$ cat src/rtl/ilv_pkg.sv
// Shared definitions for the block interleaver: mode encoding and the
// read-address permutation used during bank read-out.
package ilv_pkg;

  typedef enum logic {
    ILV_MODE_INTLV   = 1'b0,
    ILV_MODE_DEINTLV = 1'b1
  } ilv_mode_e;

  // Interleave reads a ROWS x COLS row-major bank column by column;
  // deinterleave applies the transposed walk so the two modes cancel.
  function automatic int unsigned ilv_raddr(input int unsigned k,
                                            input int unsigned rows,
                                            input int unsigned cols,
                                            input ilv_mode_e   mode);
    int unsigned addr;
    if (mode == ILV_MODE_DEINTLV) addr = (k % cols) * rows + k / cols;
    else                          addr = (k % rows) * cols + k / rows;
    return addr;
  endfunction

endpackage

$ cat src/rtl/ilv_bank_ram.sv
// One N x W storage bank: a single write port plus a registered read port
// whose output register holds its value until the next read.
module ilv_bank_ram #(
  parameter int unsigned DEPTH = 16,
  parameter int unsigned W     = 1,
  parameter int unsigned AW    = $clog2(DEPTH)
) (
  input  logic          clk,
  input  logic          rst,
  input  logic          we,
  input  logic [AW-1:0] waddr,
  input  logic [W-1:0]  wdata,
  input  logic          re,
  input  logic [AW-1:0] raddr,
  output logic [W-1:0]  rdata
);

  logic [W-1:0] mem [DEPTH];

  always_ff @(posedge clk) begin
    if (we) mem[waddr] <= wdata;
  end

  // The read register is reset so the top-level data output starts at zero.
  always_ff @(posedge clk or negedge rst) begin
    if (!rst)    rdata <= '0;
    else if (re) rdata <= mem[raddr];
  end

endmodule

$ cat src/rtl/param_block_interleaver.sv
// Ping-pong block interleaver: one bank fills linearly while the other,
// already full, is read out in permuted order in lock-step with the input.
module param_block_interleaver
  import ilv_pkg::*;
#(
  parameter int unsigned ROWS = 4,
  parameter int unsigned COLS = 4,
  parameter int unsigned W    = 1
) (
  input  logic         clk,
  input  logic         rst,
  input  logic         valid_i,
  input  logic [W-1:0] data_i,
  input  logic         mode_i,
  output logic         valid_o,
  output logic [W-1:0] data_o,
  output logic         sof_o
);

  localparam int unsigned N  = ROWS * COLS;
  localparam int unsigned AW = $clog2(N);

  logic [AW-1:0] k;
  logic [AW-1:0] raddr;
  logic          wsel;
  logic          rsel;
  logic          out_sel;
  logic [1:0]    full;
  logic [1:0]    we;
  logic [1:0]    re;
  ilv_mode_e     bank_mode [2];
  logic [W-1:0]  rdata [2];

  assign rsel  = ~wsel;
  assign raddr = AW'(ilv_raddr(32'(k), ROWS, COLS, bank_mode[rsel]));

  always_comb begin
    we       = '0;
    re       = '0;
    we[wsel] = valid_i;
    re[rsel] = valid_i & full[rsel];
  end

  for (genvar b = 0; b < 2; b++) begin : g_bank
    ilv_bank_ram #(
      .DEPTH (N),
      .W     (W),
      .AW    (AW)
    ) u_ram (
      .clk   (clk),
      .rst   (rst),
      .we    (we[b]),
      .waddr (k),
      .wdata (data_i),
      .re    (re[b]),
      .raddr (raddr),
      .rdata (rdata[b])
    );
  end

  // out_sel remembers which bank produced the last read so data_o holds.
  assign data_o = rdata[out_sel];

  always_ff @(posedge clk or negedge rst) begin
    if (!rst) begin
      k            <= '0;
      wsel         <= 1'b0;
      out_sel      <= 1'b0;
      full         <= '0;
      bank_mode[0] <= ILV_MODE_INTLV;
      bank_mode[1] <= ILV_MODE_INTLV;
      valid_o      <= 1'b0;
      sof_o        <= 1'b0;
    end else begin
      valid_o <= 1'b0;
      sof_o   <= 1'b0;
      if (valid_i) begin
        if (k == '0) bank_mode[wsel] <= ilv_mode_e'(mode_i);
        if (full[rsel]) begin
          valid_o <= 1'b1;
          sof_o   <= (k == '0);
          out_sel <= rsel;
        end
        // Last symbol of a block: hand the filled bank over to the reader.
        if (k == AW'(N - 1)) begin
          k          <= '0;
          wsel       <= ~wsel;
          full[wsel] <= 1'b1;
          full[rsel] <= 1'b0;
        end else begin
          k <= k + 1'b1;
        end
      end
    end
  end

endmodule
$ cat config.mk
export PLATFORM = sky130hd
export DESIGN_NAME = param_block_interleaver
export DESIGN_NICKNAME = d
export VERILOG_FILES = /design/src/rtl/ilv_pkg.sv /design/src/rtl/ilv_bank_ram.sv /design/src/rtl/param_block_interleaver.sv
export SDC_FILE = /design/constraint.sdc
export NUM_CORES = 1
export LEC_CHECK = 0
export ABC_AREA = 1
export ABC_CLOCK_PERIOD_IN_PS = 1300
export BUFFER_PORTS_ARGS = -buffer_cell sky130_fd_sc_hd__buf_2
export CORE_MARGIN = 4
export CORE_UTILIZATION = 57
export CTS_BUF_LIST = sky130_fd_sc_hd__clkbuf_4 sky130_fd_sc_hd__clkbuf_8
export DETAILED_ROUTE_END_ITERATION = 7
export GPL_TIMING_DRIVEN = 0
export PLACE_DENSITY = 0.77
export SYNTH_ARGS = -nofsm -noshare
export SYNTH_HDL_FRONTEND = slang
export SYNTH_HIERARCHICAL = 1
export SYNTH_SLANG_ARGS = --single-unit
$ cat constraint.sdc
create_clock -name clk -period 1.3 [get_ports clk]
set_clock_uncertainty 0.05 [all_clocks]
set_input_delay 0.13 -clock clk [delete_from_list [all_inputs] [get_ports clk]]
set_output_delay 0.13 -clock clk [all_outputs]
set_load 0.01 [all_outputs]
# == After elaboration in Yosys (flattened, before gate mapping) ==
# Memories as Yosys holds them, arrays and structs flattened. A register that Yosys moved wholly into a read port is not among the register bits.
# Index checks and enable logic that the tools add are counted.
# word_totals
wordCells,49
mem_bits_rw,32
out_inout_bits,3
n_memories,2
reg_bits,10
# classes
magnitude_cmp,5
bitwise,8
mux,18
reduce_logical,7
add_sub_neg,2
n_eq_ne,1
# memory_table
name,depth,word_bits,rd,rd_ports_with_merged_regs,wr,line_no,text
g_bank[0].u_ram.mem,16,1,1,1,1,ilv_bank_ram.sv:18,logic [W-1:0] mem [DEPTH];
g_bank[1].u_ram.mem,16,1,1,1,1,ilv_bank_ram.sv:18,
# op_table
cell,count
$mux W1,15
$and A2 B2 Y2,3
$add A4 B1 Y4 const B,1
$add A4 B2 Y4,1
$eq A4 B4 Y1 const B,1
$logic_not A4 Y1,1
$lt A1 B2 Y1 const B,2
$mux W4,1
$reduce_and A2 Y1,2
$demux W1 S1,2
$ge A1 B1 Y1 const B,2
$ge A2 B2 Y1 const B,1
$logic_and A1 B1 Y1,2
$logic_not A1 Y1,2
$not A1 Y2,1
$not A2 Y2,1
$or A2 B2 Y2,1
$and A1 B1 Y1,1
$not A1 Y1,1

# == Longest topological paths before layout ==
# depth
ltp_word,7
depth_mapped,10

# == Cells and area by module ==
# The synthesis kept the hierarchy.
# by_module_without_submodules
module,instances,cells_each,seq_area_each_um2,area_each_um2
ilv_bank_ram at g_bank[1].u_ram,1,87,505.5,820.8
ilv_bank_ram at g_bank[0].u_ram,1,88,505.5,804.5
param_block_interleaver,1,59,250.2,498.0

# == Worst setup path before layout ==
# No wires, ideal clock.
# synth_timing
kind,reg2reg
startpoint,reg k[2]
endpoint,reg g_bank[1].u_ram.rdata (read register of g_bank[1].u_ram.mem)
arrival_ns,1.167
required_ns,1.134
setup_slack_ns,-0.034
n_path_buf,1
path_stages_with_launch,11
period_less_slack_ns,1.334
cell_sequence,dfrtp_1 buf_6 inv_8 nand2_2 nand3_1 nand3_1 nand2_1 nand2_1 nand2_1 nand2_1 nand2_1
# synth_between
elab_chain_len,1
# synth_lines
element,line_no,text
"start, declared",param_block_interleaver.sv:23,logic [AW-1:0] k;
"start signal, assigned",param_block_interleaver.sv:91,k <= k + 1'b1;
$add A4 B2 Y4,"ilv_pkg.sv:17, ilv_pkg.sv:18",
"end, declared",ilv_bank_ram.sv:15,output logic [W-1:0] rdata
# Every way passes these cells.
# A chain may end at the register's enable or synchronous reset.

# == Final worst setup path ==
# layout_timing
startpoint,reg k[1]
endpoint,"mem g_bank[1].u_ram.mem[8], enable pin"
# layout_rtl
element,line_no
"end, declared",ilv_bank_ram.sv:18
# Straight into the memory's write port.

==> flow_summary.json <==
{
  "die_height_um": 69.04,
  "cts.root.buffer_cell": "clkbuf_8",
  "synth_flop_cell": "edfxtp_1",
  "area_growth_syn_to_layout_pct": 23.28,
  "peak_clock_frequency_supported_by_timing_mhz": 748.0,
  "postSynthNetCount": 241,
  "layout.cells.non_filler": 315,
  "synthArstFlopShare": 0.2727,
  "place.detailed.hpwl_um": 2559,
  "nets": 275,
  "final-hold-violation-count": 0,
  "layout_worst_path_cycle_share": 1.028,
  "antennaDiodeCount": 0,
  "outcome": "finished, violations left",
  "synth-seq-cells": 44,
  "clock_slew_at_the_register_clock_pins_of_the_worst_setup_and_hold_paths_ns": 0.08,
  "violations_in_the_final_reports": "negative setup slack",
  "holdCritPathClass": "input pin to register",
  "number_of_global_route_vias_before_repair": 1511,
  "whs_ns": 0.02272,
  "final_core_util": 0.7547,
  "seq_area_frac_synth": 0.5940,
  "worst_skew_pair.late_latency_ns": 0.29,
  "timing.setup.critical_path_class": "register to register",
  "pwr_per_cell_area_nw_per_um2": 1966,
  "dp_cells": 285,
  "finalWirelength_um": 4307,
  "tritoncts_clock_tree": "yes",
  "leakagePower_nw": 1.133,
  "clock-sinks": 44,
  "maxCapViolations": 0,
  "post_drt_wl_per_cell_um": 13.67,
  "finalWorstPathRequiredPeriod_ns": 1.337,
  "vias": 1666,
  "vdd_drop_max_uv": 1418,
  "floorplan.die.width_um": 69.04,
  "initial_utilization": 0.6122,
  "grt_setup_unrepaired": "true",
  "floorplan.die_area_sq_um": 4766,
  "drive_above_1_share": 0.3643,
  "worstPathMaxFanout": 7,
  "synth_cells": 234,
  "maximum_number_of_pins_on_one_net_before_global_route_repair": 33,
  "clock_tree.htree_level_count": 2,
  "vias_per_cell": 5.289,
  "crit_required_ns": 1.25,
  "synth_cell_types": 18,
  "drt_first_iter_violations": 95,
  "final_max_slew_viol_count": 0,
  "totalNegativeSetupSlack_ns": -0.2465,
  "final_critical_path_setup_slack_ns": -0.03693,
  "drcViolationCount": 0,
  "global_route.usage.total": 0.1806,
  "ioPinCount": 8,
  "global_route_wire_length_before_repair_um": 6941,
  "timing.max_slew.rel_slack": 0.6912,
  "critPathArrivalTime_ns": 1.29,
  "place.port_buffers": 5,
  "antenna_found_initial": 0,
  "grt_remaining_overflow": 0,
  "finalWeightedCongestion": 0.7904,
  "route.antenna.remaining_nets": 0,
  "setup_viol_count_final": 18,
  "cts_made_buffers": 5,
  "setup.worst_path.end_class": "register",
  "clockBufferDepth": 2,
  "firstDrtPassIters": 4,
  "rows": 21,
  "mapped_cell_area_sq_um": 2123,
  "avgSynthCellArea_sq_um": 9.074,
  "count_of_flip_flops_with_a_built_in_enable_after_synthesis": 32,
  "core_sq_um": 3468,
  "worst_slew_pin_slew_ns": 0.4632,
  "worstSetupStartpointType": "register",
  "yosysWarningCount": 6
}
## kinds of logic (layout without fill, tap and decap cells)
kind of cell,after synthesis,after routing,share of synthesized area
and+or+nand+nor,153,153,0.3076
DFF,44,44,0.5940
buffers and inverters,31,66,0.07248
AOI/OAI and AO/OA,3,3,0.008835
adders and majority gates,2,2,0.01178
muxes,1,1,0.005303
## metrics by stage
| stage | area, sq um | total power, W | worst slack, ns |
|---|---|---|---|
| global route | 2618 | 0.005506 | -0.1262 |
| finish | 2618 | 0.005147 | -0.03693 |
| detailed placement | 2207 | 0.003576 | -0.4127 |
| CTS | 2382 | 0.004556 | -0.007889 |
| floorplan | 2125 | 0.003155 | 0.01159 |
| global placement | 2207 | 0.003534 | -0.3943 |
## power breakdown
part / leakage, nW / total (W) / switching [W] / internal (W)
Sequential: 0.435 / 0.00195 / 0.000224 / 0.00172
Clock: 0.0453 / 0.000789 / 0.000424 / 0.000364
Combinational: 0.652 / 0.00241 / 0.00145 / 0.000963
## cell usage after synthesis (2+ instances only)
| cell type | number | area share |
|---|---|---|
| nor2_1 | 35 | 0.062 |
| ha_1 | 2 | 0.012 |
| inv_8 | 2 | 0.011 |
| nand3_1 | 34 | 0.080 |
| edfxtp_1 | 32 | 0.45 |
| inv_2 | 5 | 0.0088 |
| dfrtp_1 | 12 | 0.14 |
| inv_1 | 21 | 0.037 |
| nand2_2 | 7 | 0.021 |
| buf_6 | 3 | 0.016 |
| nand4_1 | 2 | 0.0059 |
| nand2_1 | 73 | 0.13 |
## worst max-delay path, cell delays in order, from the launching register on
cell     delay, ns
dfrtp_2       0.46
buf_2         0.19
inv_2         0.08
nand3_2       0.13
nor2_2        0.15
## path summary, 6_finish.rpt
check,start,endpoint,slack [ns],depth (start not counted)
setup / recovery,k[1],g_bank[1].u_ram/mem[8],-0.04,4
hold / removal,valid_i,k[1],0.02,2
setup reg to reg,k[1],g_bank[1].u_ram/mem[8],-0.04,4
hold reg to reg,g_bank[0].u_ram/rdata,g_bank[0].u_ram/rdata,0.44,2
max in group asynchronous,rst,k[3],0.76,2
min in group asynchronous,rst,out_sel,0.20,2
## state kept, by name, summed over array words and instances, names as in the netlist
name	cells
g_bank.u_ram/mem	32
k	4
full	2
g_bank.u_ram/rdata	2
out_sel	1
sof_o	1
valid_o	1
wsel	1
## placed cells by master (no fill, tap or decap), types with 2 or more instances in the layout
master    Yosys  layout
buf_4         0      18
dfrtp_1      12       8
dfrtp_2       0       3
buf_6         3       5
inv_2         5       9
inv_1        21      16
clkbuf_8      0       5
nand4_1       2       2
buf_2         0       5
nor2_1       35      18
edfxtp_1     32      32
nand3_2       1       7
clkinv_2      0       2
nand2_1      73      64
nor2_2        0      17
nand2_4       0       2
nand3_4       0       2
nand2_2       7      14
nand3_1      34      26
inv_8         2       2
## routing by layer
metal | vias up | global-route usage | wire length (um)
met2 | 58 | 0.2977 | 2146
met3 | 4 | 0.03488 | 274
met5 | - | 0 | 0
met1 | 773 | 0.2428 | 1845
met4 | 0 | 0.05206 | 40
li1 | 831 | - | -
## final cells by class
class	instances	area (sq um)
Multi-Input combinational cell	159	844.6
Fill cell	230	850.8
Clock buffer	5	68.82
Clock inverter	3	13.76
Sequential cell	44	1269
Timing Repair Buffer	27	203.9
Inverter	28	122.6
Tap cell	46	57.56
Buffer	3	37.54
## timing repair
action / in CTS / in global routing
hold buffers: 1 / 0
gates resized for setup: 9 / 48
cloned: 0 / 0
endpoints found under the setup margin: 42 / 41
pin swaps: 1 / 11
hold endpoints to repair: 12 / 0
buffers inserted: 9 / 12
Note: power is estimated with default switching activity, not from simulation.
